===== config.mk =====
export PLATFORM = sky130hd
export DESIGN_NAME = fetch_stall_ctrl
export DESIGN_NICKNAME = d
export VERILOG_FILES = /design/src/rtl/fetch_stall_ctrl.sv
export SDC_FILE = /design/constraint.sdc
export NUM_CORES = 1
export LEC_CHECK = 0
export CORE_MARGIN = 1.5
export CORE_UTILIZATION = 38
export CTS_CLUSTER_SIZE = 40
export DETAILED_ROUTE_END_ITERATION = 10
export PLACE_DENSITY = 0.71
export SYNTH_ARGS = -nofsm -noshare
export SYNTH_HDL_FRONTEND = slang
export SYNTH_SLANG_ARGS = --single-unit
export TNS_END_PERCENT = 100

===== constraint.sdc =====
create_clock -name clk -period 4.9 [get_ports clk]
set_input_delay 0.49 -clock clk [delete_from_list [all_inputs] [get_ports clk]]
set_output_delay 0.49 -clock clk [all_outputs]
set_load 0.01 [all_outputs]

===== src/rtl/fetch_stall_ctrl.sv =====
// Fetch-stage stall/flush controller: owns the PC and the IF/ID register, freezes them on
// load-use stalls, squashes them on redirects, and tracks stall statistics.
module fetch_stall_ctrl #(
    parameter int                XLEN       = 32,
    parameter logic [XLEN-1:0]   RESET_PC   = 'h00000000,
    parameter logic [XLEN-1:0]   NOP_INSTR  = 'h00000013,
    parameter int                CNT_W      = 16,
    parameter int                MAX_CONSEC = 4
) (
    input  logic             clk,
    input  logic             rst,
    input  logic             stall_i,
    input  logic             flush_i,
    input  logic [XLEN-1:0]  target_i,
    input  logic [XLEN-1:0]  imem_instr_i,
    output logic [XLEN-1:0]  pc_o,
    output logic [XLEN-1:0]  ifid_pc_o,
    output logic [XLEN-1:0]  ifid_instr_o,
    output logic             ifid_valid_o,
    output logic             bubble_o,
    output logic             misalign_o,
    output logic [CNT_W-1:0] stall_cnt_o,
    output logic             stuck_o
);

    localparam logic [1:0] ST_BOOT = 2'd0;
    localparam logic [1:0] ST_RUN  = 2'd1;
    localparam logic [1:0] ST_HOLD = 2'd2;

    localparam int                     CONSEC_W   = $clog2(MAX_CONSEC + 2);
    localparam logic [CONSEC_W-1:0]    CONSEC_LIM = CONSEC_W'(MAX_CONSEC + 1);

    logic [1:0]          state_reg,      state_next;
    logic [XLEN-1:0]     pc_reg,         pc_next;
    logic [XLEN-1:0]     ifid_pc_reg,    ifid_pc_next;
    logic [XLEN-1:0]     ifid_instr_reg, ifid_instr_next;
    logic                ifid_valid_reg, ifid_valid_next;
    logic                misalign_reg,   misalign_next;
    logic [CNT_W-1:0]    stall_cnt_reg,  stall_cnt_next;
    logic [CONSEC_W-1:0] consec_reg,     consec_next;
    logic                stuck_reg,      stuck_next;
    logic                stall_eff;

    // The first cycle after reset has no valid hazard context, so stall requests are ignored.
    assign stall_eff = stall_i & (state_reg != ST_BOOT);
    assign bubble_o  = stall_eff | flush_i;

    always_comb begin
        state_next      = state_reg;
        pc_next         = pc_reg;
        ifid_pc_next    = ifid_pc_reg;
        ifid_instr_next = ifid_instr_reg;
        ifid_valid_next = ifid_valid_reg;
        misalign_next   = 1'b0;
        stall_cnt_next  = stall_cnt_reg;
        consec_next     = consec_reg;
        stuck_next      = stuck_reg;

        if (flush_i) begin
            // Redirect wins over a simultaneous stall; that stall is neither honoured nor counted.
            pc_next         = {target_i[XLEN-1:2], 2'b00};
            ifid_instr_next = NOP_INSTR;
            ifid_valid_next = 1'b0;
            misalign_next   = |target_i[1:0];
            consec_next     = '0;
            state_next      = ST_RUN;
        end else if (stall_eff) begin
            stall_cnt_next = (stall_cnt_reg == {CNT_W{1'b1}}) ? stall_cnt_reg
                                                              : stall_cnt_reg + 1'b1;
            consec_next    = (consec_reg == CONSEC_LIM) ? consec_reg : consec_reg + 1'b1;
            stuck_next     = stuck_reg | (consec_next == CONSEC_LIM);
            state_next     = ST_HOLD;
        end else begin
            pc_next         = pc_reg + XLEN'(4);
            ifid_pc_next    = pc_reg;
            ifid_instr_next = imem_instr_i;
            ifid_valid_next = 1'b1;
            consec_next     = '0;
            state_next      = ST_RUN;
        end
    end

    always_ff @(posedge clk) begin
        if (rst) begin
            state_reg      <= ST_BOOT;
            pc_reg         <= RESET_PC;
            ifid_pc_reg    <= '0;
            ifid_instr_reg <= NOP_INSTR;
            ifid_valid_reg <= 1'b0;
            misalign_reg   <= 1'b0;
            stall_cnt_reg  <= '0;
            consec_reg     <= '0;
            stuck_reg      <= 1'b0;
        end else begin
            state_reg      <= state_next;
            pc_reg         <= pc_next;
            ifid_pc_reg    <= ifid_pc_next;
            ifid_instr_reg <= ifid_instr_next;
            ifid_valid_reg <= ifid_valid_next;
            misalign_reg   <= misalign_next;
            stall_cnt_reg  <= stall_cnt_next;
            consec_reg     <= consec_next;
            stuck_reg      <= stuck_next;
        end
    end

    assign pc_o         = pc_reg;
    assign ifid_pc_o    = ifid_pc_reg;
    assign ifid_instr_o = ifid_instr_reg;
    assign ifid_valid_o = ifid_valid_reg;
    assign misalign_o   = misalign_reg;
    assign stall_cnt_o  = stall_cnt_reg;
    assign stuck_o      = stuck_reg;

endmodule


Word level (Yosys, flattened, before mapping)

Index checks and enable logic that the tools add are counted.

Flip-flop bits (word level): 120
Logic and storage cells: 37

$add $sub $neg: 3
Equality and inequality tests: 4
Mux-type cells: 5
Bitwise logic cells: 6
Reduce and logical (&&, ||, !) cells: 8

Operators with widths:

| cell                                          | number |
|---|---|
| two-way mux 32 bit                            | 2 |
| adder 32 x 3 -> 32 bit, second input constant | 1 |
| adder 16 x 1 -> 16 bit, second input constant | 1 |
| == test 16 bit, second input constant         | 1 |
| == test 3 bit, second input constant          | 2 |
| OR reduction 2 bit                            | 3 |
| AND reduction 2 bit                           | 2 |
| adder 3 x 1 -> 3 bit, second input constant   | 1 |
| two-way mux 3 bit                             | 1 |
| inverter 1 bit                                | 3 |
| AND reduction 3 bit                           | 1 |
| OR reduction 3 bit                            | 1 |
| two-way mux 2 bit                             | 1 |
| inequality test 2 bit, second input constant  | 1 |
| bitwise OR 1 bit                              | 2 |
| nonzero test 2 bit                            | 1 |
| bitwise AND 1 bit                             | 1 |
| two-way mux 1 bit                             | 1 |

Longest topological paths before layout

Gate-level depths: netlist of the first run.

Word-level depth: 4
Depth in mapped cells: 7
Mapped depth without buffers: 6

Worst setup path before layout of the first run

OpenSTA, ideal clock, no wires.

Kind: register to register
Start point: reg pc_reg[2] (netlist: pc_o[2])
End point: reg pc_reg[30] (netlist: pc_o[30])
Library setup time: 0.136 ns
Data arrival time: 2.010 ns
Required time: 4.764 ns
Setup slack: 2.755 ns
Cell stages (with the launch flop): 8
Buffers on the path: 1
Path through: dfxtp_1 > ha_1 > nand3_1 > or4_1 > buf_2 > nor4b_2 > xnor2_1 > o32ai_2

Word-level cells in the longest chain between the ends: 3

Ends and longest elaborated chain:

| element                | line | RTL |
|---|---|---|
| from (decl)            | 34   | `logic [XLEN-1:0] pc_reg, pc_next;` |
| from (signal assigned) | 96   | `pc_reg <= pc_next;` |
| adder 32 x 3 -> 32 bit | 74   | `pc_next = pc_reg + XLEN'(4);` |
| two-way mux 32 bit     | 67   | `end else if (stall_eff) begin` |
| two-way mux 32 bit     | 59   | `if (flush_i) begin` |

No other way between the ends. The select of a mux whose other input is x is not followed.
A chain may end at the register's enable or synchronous reset.

Worst setup path after layout of the first run

Start point: in flush_i
End point: out bubble_o

Word-level cells in the longest chain between the ends: 1

Ends and longest elaborated chain:

| element          | line | RTL |
|---|---|---|
| from (decl)      | 13   | `input logic flush_i,` |
| bitwise OR 1 bit | 46   | `assign bubble_o = stall_eff \| flush_i;` |
| to (decl)        | 20   | `output logic bubble_o,` |

No other way between the ends.

==> metrics.csv, run 1 <==
stage;metric;value;unit
worst_setup_path;crit_chain;clkdlybuf4s50_1, nor2_2, buf_4, inv_1, clkdlybuf4s50_1;
synthesis;yosys.area.top_type;dfxtp_1;
worst_setup_path;setup.worst_path.end_class;output pin;
cts;clkTransAtPathRegs;50;ps
power_and_ir_drop;cellPowerDensity;329;nW/µm²
flow_run;maxCapViolCount;0;
cts;cts_buffer_depth;2;
power_and_ir_drop;leakagePower;2.59;nW
place;place_ws;1260;ps
worst_setup_path;r2r-start;pc_o[3]$_SDFFE_PP0N_;
detailed_routing;wirelength;13.3;mm
worst_setup_path;cp.required;4410;ps
floorplan;fp.dieH;116;µm
cts;post_cts_buffers;0;
sta;finalCriticalPeriod;3620;ps
grt;grt_overflow_total;0;
synthesis;yosysTopAreaCellShare;47.6;%
cts;htreeDepth;4;
cts;clock_sinks;116;
cells_and_area;num_antenna_cells;0;
run_status;status;complete, no violations;
cells_and_area;drive_gt1_share;5.75;%
worst_setup_path;reg2regPathDepth;6;
place;portBuffers;179;
detailed_routing;viasPerCell;4.92;
cts;hold_buffers;0;
synthesis;synth-edff-count;0;
grt;track_usage;19.8;%
synthesis;avgSynthCellArea;8.09;µm²
worst_setup_path;max_stage_delay;910;ps
synthesis;yosysUniqueCellTypes;48;
synthesis;synth_ff_type;dfxtp_1;
cts;cts_tree;yes;
synthesis;netlist_instances;603;
detailed_routing;antenna_left;0;
synthesis;synth_seq_area_share;47.6;%
worst_setup_path;r2r_end;pc_o[26]$_SDFFE_PP0N_;
synthesis;synthesis.area;4880;µm²
grt;grt_pass1_wl;21.0;mm
synthesis;synth_compound_area_share;14.1;%
floorplan;fp.dieW;116;µm
worst_setup_path;r2r_setup_slack;2460;ps
cts;cts-root-buf;clkbuf_16;
worst_setup_path;crit_path_start;flush_i;
hold_path;hp-class;reg -> reg;
floorplan;core;12600;µm²
worst_setup_path;endpoint;bubble_o;
detailed_routing;post-route-drc-count;0;
floorplan;rows;41;
synthesis;synthMuxAreaShare;0.410;%
sta;rsz0062_at_grt;no;
detailed_routing;vias;4698;
cts;clk_latency;400;ps
grt;grt_antenna_before_repair;0;
place;hpwl;9.37;mm
cells_and_area;largest_register_ffs;32;
cells_and_area;nFillCells;1141;
detailed_routing;drtIter0Drc;231;
grt;met3_usage;7.52;%
cells_and_area;final_common_cell;clkdlybuf4s50_1;
worst_setup_path;cp_data_arrival_time;3130;ps
grt;top_usage_layer;met2;
sta;relSlewSlack;40.6;%
cells_and_area;final_cell_mix;clkdlybuf4s50_1, nand2_1, dfxtp_1, a21oi_1, nor2_1;
synthesis;yosys.area_share.simple;26.4;%
cells_and_area;syn2layout_area_growth;50.1;%
sta;maxSlewViolCount;0;
power_and_ir_drop;power;2.41;mW
synthesis;async_flop_share;0;%
grt;met1_usage;23.6;%
synthesis;synth_top_cells_by_area;dfxtp_1, nand2_1, a21oi_1;
worst_setup_path;cp_num_cells;5;
power_and_ir_drop;ir_drop;0.198;mV
sta;layout_setup_ws;1280;ps
synthesis;synth_xor_xnor_area_share;6.64;%
sta;fin_crit_sh;74.0;%
sta;fin_skew;5.33;ps
grt;first_global_vias;4439;
synthesis;synth_top_family_by_area;simple AND/OR/NAND/NOR gates;
grt;grt_start_max_net_pins;67;
sta;hold_viol_final;0;
worst_setup_path;cp_num_buf_inv;4;
cts;numCtsBuffers;17;
synthesis;synth-warning-count;0;
synthesis;synthAdderAreaFrac;1.03;%
worst_setup_path;critPathKind;in -> out;
place;globalplace.congestion;0.781;
worst_setup_path;critical_path.slowest_cell;clkdlybuf4s50_1;
worst_setup_path;start_kind;input port;
floorplan;num_io_pins;184;
sta;worst_pin_slew;889;ps
synthesis;ys_ff_latch;116;
cells_and_area;nets;842;
sta;setup_viol;0;
floorplan;die_area;13500;µm²
detailed_routing;drtPass1Iterations;4;
floorplan;initial_utilization;38.8;%
sta;clock.fmax;276;MHz
worst_setup_path;crit_fanout;32;
worst_setup_path;worst_path_most_repeated_cell;clkdlybuf4s50_1;
sta;setup_tns;0;ps
grt;use_met2;33.4;%
worst_setup_path;path_delay_family;buffers and inverters;
detailed_routing;avgRoutedWirePerCell;13.9;µm
cts;cts_resized;0;
-- worst min-delay path: cells and delay by family (launching register included) --
| kind | cells | cell delay (ps) |
|---|---|---|
| AOI/OAI and AO/OA | 1 | 50 |
| DFF | 1 | 300 |
| and+or+nand+nor | 1 | 50 |
-- worst min-delay path by stage --
stage / startpoint / cells past startpoint / endpoint
after floorplan: ifid_instr_o[10]$_SDFFE_PP0N_ / 2 / ifid_instr_o[10]$_SDFFE_PP0N_
after global placement: ifid_instr_o[13]$_SDFFE_PP0N_ / 2 / ifid_instr_o[13]$_SDFFE_PP0N_
after detailed placement: ifid_instr_o[15]$_SDFFE_PP0N_ / 2 / ifid_instr_o[15]$_SDFFE_PP0N_
after CTS: ifid_instr_o[15]$_SDFFE_PP0N_ / 2 / ifid_instr_o[15]$_SDFFE_PP0N_
after global routing: ifid_instr_o[22]$_SDFFE_PP0N_ / 2 / ifid_instr_o[22]$_SDFFE_PP0N_
final: ifid_instr_o[30]$_SDFFE_PP0N_ / 2 / ifid_instr_o[30]$_SDFFE_PP0N_
-- area by class of cell --
| class | instances | area (µm²) | area share, % |
|---|---|---|---|
| well taps | 172 | 215 | 2.94 |
| clock inverters | 4 | 20.0 | 0.273 |
| clock buffers | 27 | 523 | 7.14 |
| repair buffers | 184 | 1820 | 24.9 |
| flip-flops and latches | 116 | 2320 | 31.7 |
| multi-input cells | 446 | 2400 | 32.8 |
| inverters | 5 | 18.8 | 0.256 |
-- cell usage after synthesis (2+ instances only) --
master and number:
mux2i_1 2, nor2_1 47, a311oi_1 4, a211oi_1 13
clkbuf_1 31, dfxtp_1 116, o211ai_1 3, inv_1 5
or3_1 6, and4_1 5, a21oi_1 72, nor4_1 8
nand2_1 160, ha_1 4, and3_1 5, nand4_1 15
xor2_1 17, buf_4 4, or4_1 2, nand3_1 18
and2_1 2, xnor2_1 20, nor4_2 2, o31a_1 2
nor3_1 6, buf_1 3, o21ai_0 5, o21ai_1 5
a211oi_2 2
-- routing by layer --
metal  part of all wire [%]  wire, µm
met1                     43      5760
met2                     48      6390
met3                    7.7      1020
met4                   0.97       129
met5                      0         0
-- stage by stage --
step	area, µm²	utilization (%)	hold slack, ps	std cells
2_1_floorplan	4890	-	476	606
3_3_place_gp	6780	53.9	437	923
3_5_place_dp	6780	53.9	445	923
4_1_cts	7320	58.3	451	954
5_1_grt	7320	58.3	468	954
6_report	7320	58.3	450	954
-- where the power goes --
group | internal (mW) | switching (mW)
registers | 0.986 | 0.0417
logic | 0.149 | 0.125
clock network | 0.719 | 0.390
total | 1.85 | 0.557
-- logic make-up (layout without fill, tap and decap cells) --
group                    count (synthesis)  after routing
adder cells (fa/ha/maj)                  4              4
flip-flops                             116            116
other                                    1              4
multiplexers                             2              2
AND/OR/NAND/NOR                        284            284
XOR/XNOR                                37             37
buffers and inverters                   44            220
AO/OA/AOI/OAI                          115            115
(Power assumes the default switching activity.)
==> run 2, diff against run 1 <==
clock period = 3.6 ns   (was 4.9 ns; I/O delays follow)
==> run 2 against run 1 <==
- first-iteration DRC count is 13% higher
- routed wire length up 5.6%
- utilization increased by 0.57 points
- global-route usage grew 1.6 points
==> metrics.csv, run 2 (synthesis gave the netlist of run 1 again) <==
stage;metric;value;unit
run_status;status;complete, no violations;
sta;fin_skew;6.57;ps
detailed_routing;viasPerCell;5.05;
cts;post_cts_buffers;0;
worst_setup_path;crit_path_start;state_reg[1]$_SDFF_PP0_;
worst_setup_path;critPathKind;reg -> reg;
floorplan;die_area;13500;µm²
cts;hold_buffers;0;
worst_setup_path;cp.required;3920;ps
floorplan;fp.dieW;116;µm
cells_and_area;final_common_cell;clkdlybuf4s50_1;
sta;relSlewSlack;23.9;%
cts;numCtsBuffers;17;
cts;cts_resized;0;
sta;fin_crit_sh;71.1;%
power_and_ir_drop;leakagePower;2.61;nW
cells_and_area;nFillCells;1112;
detailed_routing;post-route-drc-count;0;
grt;met3_usage;7.21;%
worst_setup_path;r2r-start;state_reg[1]$_SDFF_PP0_;
worst_setup_path;crit_chain;o21ai_4, nand3_1, or3_1, a311oi_1;
grt;use_met2;34.5;%
worst_setup_path;critical_path.slowest_cell;o21ai_4;
cts;htreeDepth;4;
cts;cts_tree;yes;
flow_run;maxCapViolCount;0;
floorplan;num_io_pins;184;
grt;grt_antenna_before_repair;0;
cts;cts_buffer_depth;2;
cells_and_area;largest_register_ffs;32;
sta;maxSlewViolCount;0;
worst_setup_path;setup.worst_path.end_class;flop;
grt;met1_usage;25.8;%
sta;finalCriticalPeriod;2560;ps
place;hpwl;9.62;mm
sta;setup_tns;0;ps
sta;clock.fmax;391;MHz
floorplan;fp.dieH;116;µm
sta;hold_viol_final;0;
sta;worst_pin_slew;1140;ps
place;portBuffers;179;
floorplan;rows;41;
grt;top_usage_layer;met2;
cells_and_area;final_area;7390;µm²
worst_setup_path;crit_fanout;45;
detailed_routing;drtPass1Iterations;5;
grt;track_usage;21.4;%
grt;grt_start_max_net_pins;48;
floorplan;initial_utilization;38.8;%
cts;clk_latency;420;ps
grt;grt_pass1_wl;22.4;mm
sta;rsz0062_at_grt;no;
worst_setup_path;start_kind;flop;
worst_setup_path;max_stage_delay;880;ps
cts;cts-root-buf;clkbuf_16;
grt;first_global_vias;4581;
detailed_routing;drtIter0Drc;260;
cts;clkTransAtPathRegs;60;ps
detailed_routing;avgRoutedWirePerCell;14.7;µm
sta;setup_viol;0;
worst_setup_path;path_delay_family;compound AO/OA/AOI/OAI gates;
cells_and_area;register_area;2320;µm²
cells_and_area;multi_input_area;2400;µm²
cells_and_area;drive_gt1_share;6.00;%
floorplan;core;12600;µm²
cells_and_area;num_antenna_cells;0;
place;globalplace.congestion;0.799;
power_and_ir_drop;ir_drop;0.301;mV
cells_and_area;syn2layout_area_growth;51.6;%
place;post_dp_cell_area;6780;µm²
hold_path;holdCritStartpoint;ifid_pc_o[3]$_SDFFE_PP0P_;
detailed_routing;vias;4818;
cells_and_area;final_cell_mix;clkdlybuf4s50_1, nand2_1, dfxtp_1, a21oi_1, nor2_1;
detailed_routing;wirelength;14.1;mm
cts;clock_sinks;116;
power_and_ir_drop;cellPowerDensity;476;nW/µm²
worst_setup_path;cp_data_arrival_time;2880;ps
worst_setup_path;cp_num_buf_inv;0;
detailed_routing;antenna_left;0;
cells_and_area;nets;842;
hold_path;hp-class;reg -> reg;
grt;grt_overflow_total;0;
==> run 2: power breakdown <==
group	internal, mW	switching (mW)
Clock	1.16	0.589
Combinational	0.204	0.175
Sequential	1.34	0.0563
Total	2.70	0.820
==> run 2: layout make-up <==
class                           instances  share of cell area, %
Clock buffer                           24                   6.65
Clock inverter                          8                   1.66
Inverter                                5                  0.254
Multi-Input combinational cell        446                   32.5
Sequential cell                       116                   31.4
Tap cell                              172                   2.91
Timing Repair Buffer                  184                   24.7
==> run 2: final timing paths <==
check        slack (ps)  cells after the start                         to
max                1040                      4      pc_o[20]$_SDFFE_PP0N_
min                 450                      2  ifid_pc_o[3]$_SDFFE_PP0P_
max reg2reg        1040                      4      pc_o[20]$_SDFFE_PP0N_
min reg2reg         450                      2  ifid_pc_o[3]$_SDFFE_PP0P_
==> run 2: stage by stage <==
stage	std cells	setup slack, ps	hold slack [ps]	utilization (%)	total power, mW
detailed placement	923	931	446	53.9	1.80
global placement	923	1040	437	53.9	1.79
CTS	955	1020	453	58.8	3.56
finish	955	1040	451	58.8	3.52
floorplan	606	1450	476	-	1.58
global route	955	732	464	58.8	3.66
==> run 2: worst min-delay path, stage by stage, from the launching register on <==
cell and delay, ps:
dfxtp_1 300, nand2_1 50, a21oi_1 50
==> run 2: layer usage <==
metal | part of all wire [%] | vias up
li1 | - | 2388
met1 | 44 | 2255
met2 | 47 | 154
met3 | 7.0 | 21
met4 | 2.1 | 0
met5 | 0 | -
==> run 3, diff against run 2 <==
PLACE_DENSITY = 0.73   (was 0.71)
clock period = 2.2 ns   (was 3.6 ns; I/O delays follow)
==> run 3 against run 2 <==
- setup slack worse by 910 ps
- sequential power is 62% higher
- first-iteration DRC count is 4.6% lower
- largest cell class unchanged
- highest routed layer is now met5
==> metrics.csv, run 3 (synthesis gave the netlist of run 1 again) <==
stage;metric;value;unit
cts;clock_sinks;116;
floorplan;core;12600;µm²
sta;finalCriticalPeriod;2070;ps
cts;htreeDepth;4;
worst_setup_path;setup.worst_path.end_class;output pin;
detailed_routing;drtPass1Iterations;4;
cts;cts_buffer_depth;2;
floorplan;initial_utilization;38.8;%
grt;first_global_vias;4636;
place;globalplace.congestion;0.838;
cts;numCtsBuffers;17;
worst_setup_path;start_kind;flop;
sta;fin_skew;11.8;ps
detailed_routing;wirelength;14.4;mm
grt;track_usage;21.4;%
cts;cts_tree;yes;
flow_run;maxCapViolCount;0;
cts;post_cts_buffers;0;
cts;clk_latency;410;ps
cts;cts-root-buf;clkbuf_16;
floorplan;fp.dieW;116;µm
floorplan;die_area;13500;µm²
place;dp.cells;947;
cells_and_area;nets;866;
cells_and_area;final_cell_mix;clkdlybuf4s50_1, nand2_1, dfxtp_1, a21oi_1, nor2_1;
worst_setup_path;cp_data_arrival_time;1850;ps
place;hpwl;10.4;mm
grt;grt_overflow_total;0;
cts;clkTransAtPathRegs;50;ps
detailed_routing;vias;4850;
sta;hold_viol_final;0;
place;portBuffers;179;
power_and_ir_drop;ir_drop;0.511;mV
sta;setup_viol;0;
sta;rsz0062_at_grt;no;
detailed_routing;post-route-drc-count;0;
grt;grt_antenna_before_repair;1;
cells_and_area;largest_register_ffs;32;
floorplan;fp.dieH;116;µm
sta;relSlewSlack;59.3;%
cells_and_area;final-instance-count-excl-fill;979;
run_status;status;complete, no violations;
sta;clock.fmax;483;MHz
detailed_routing;avgRoutedWirePerCell;14.7;µm
worst_setup_path;r2r_setup_slack;220;ps
sta;fin_crit_sh;94.2;%
sta;maxSlewViolCount;0;
worst_setup_path;critPathKind;reg -> out;
grt;grt_start_max_net_pins;48;
detailed_routing;antenna_left;0;
power_and_ir_drop;leakagePower;2.71;nW
cells_and_area;syn2layout_area_growth;53.8;%
floorplan;rows;41;
cells_and_area;num_antenna_cells;0;
hold_path;hp-class;in -> reg;
detailed_routing;drtIter0Drc;248;
floorplan;num_io_pins;184;
worst_setup_path;crit_fanout;4;
cells_and_area;final_common_cell;clkdlybuf4s50_1;
sta;worst_pin_slew;601;ps
power_and_ir_drop;cellPowerDensity;722;nW/µm²
cells_and_area;drive_gt1_share;8.55;%
worst_setup_path;cp.required;1980;ps
grt;grt_pass1_wl;22.4;mm
sta;setup_tns;0;ps
detailed_routing;viasPerCell;4.95;
==> run 3: cell count changes in the layout (fill, tap and decap cells not counted), sizes merged <==
cell | previous run | this run
clkinvlp | 3 | 0
clkinv | 2 | 4
clkbuf | 24 | 28
bufinv | 3 | 0
buf | 6 | 30
==> run 3: cell type report <==
| cell class | count | area (µm²) |
|---|---|---|
| tap | 172 | 215 |
| clock buffer | 28 | 517 |
| fill | 1127 | 5070 |
| timing repair buffer | 208 | 2000 |
| clock inverter | 4 | 20.0 |
| inverter | 5 | 18.8 |
| multi-input combinational | 446 | 2400 |
| sequential | 116 | 2320 |
==> run 3: critical path: stages (launching register included) <==
cell,delay (ps)
dfxtp_1,380
o21a_1,250
buf_4,160
nor2_2,40
inv_1,80
clkdlybuf4s50_1,540
==> run 3: what timing repair did <==
action | 4_1_cts | 5_1_grt
hold buffers | 0 | 0
setup endpoints to repair | 0 | 3
resized for setup | 0 | 1
==> run 3: path summary, 6_finish.rpt <==
check                             endpoint                     startpoint  cells after the start
max                               bubble_o        state_reg[1]$_SDFF_PP0_                      5
min            stall_cnt_o[6]$_SDFFE_PP0P_                            rst                      3
max reg2reg          pc_o[28]$_SDFFE_PP0N_           pc_o[3]$_SDFFE_PP0N_                      6
min reg2reg  ifid_instr_o[23]$_SDFFE_PP0N_  ifid_instr_o[23]$_SDFFE_PP0N_                      2
==> run 3: per-stage QoR <==
| step | instance area, µm² | util (%) | hold WS (ps) | worst slack, ps | power, mW |
|---|---|---|---|---|---|
| 2_1_floorplan | 4890 | - | 343 | 54.6 | 2.59 |
| 5_1_grt | 7500 | 59.7 | 148 | 39.1 | 5.64 |
| 3_5_place_dp | 6960 | 55.4 | 444 | 95.8 | 2.98 |
| 3_3_place_gp | 6960 | 55.4 | 439 | 180 | 2.97 |
| 6_report | 7500 | 59.7 | 131 | 128 | 5.42 |
| 4_1_cts | 7500 | 59.7 | 112 | 77.4 | 5.47 |
==> run 3: report_power, final <==
group          internal [mW]  switching, mW  leakage (nW)  total [mW]
Clock                   1.58          0.896         0.268        2.48
Sequential              2.19         0.0733         0.949        2.27
Combinational          0.359          0.314          1.49       0.673
==> run 3: per-layer routing <==
layer / share of wire [%] / routed length [µm] / GRT usage, %
met1: 42 / 6030 / 24.8
met2: 50 / 7150 / 36.4
met3: 6.4 / 915 / 7.37
met4: 1.9 / 280 / 8.54
met5: 0.070 / 10 / 0
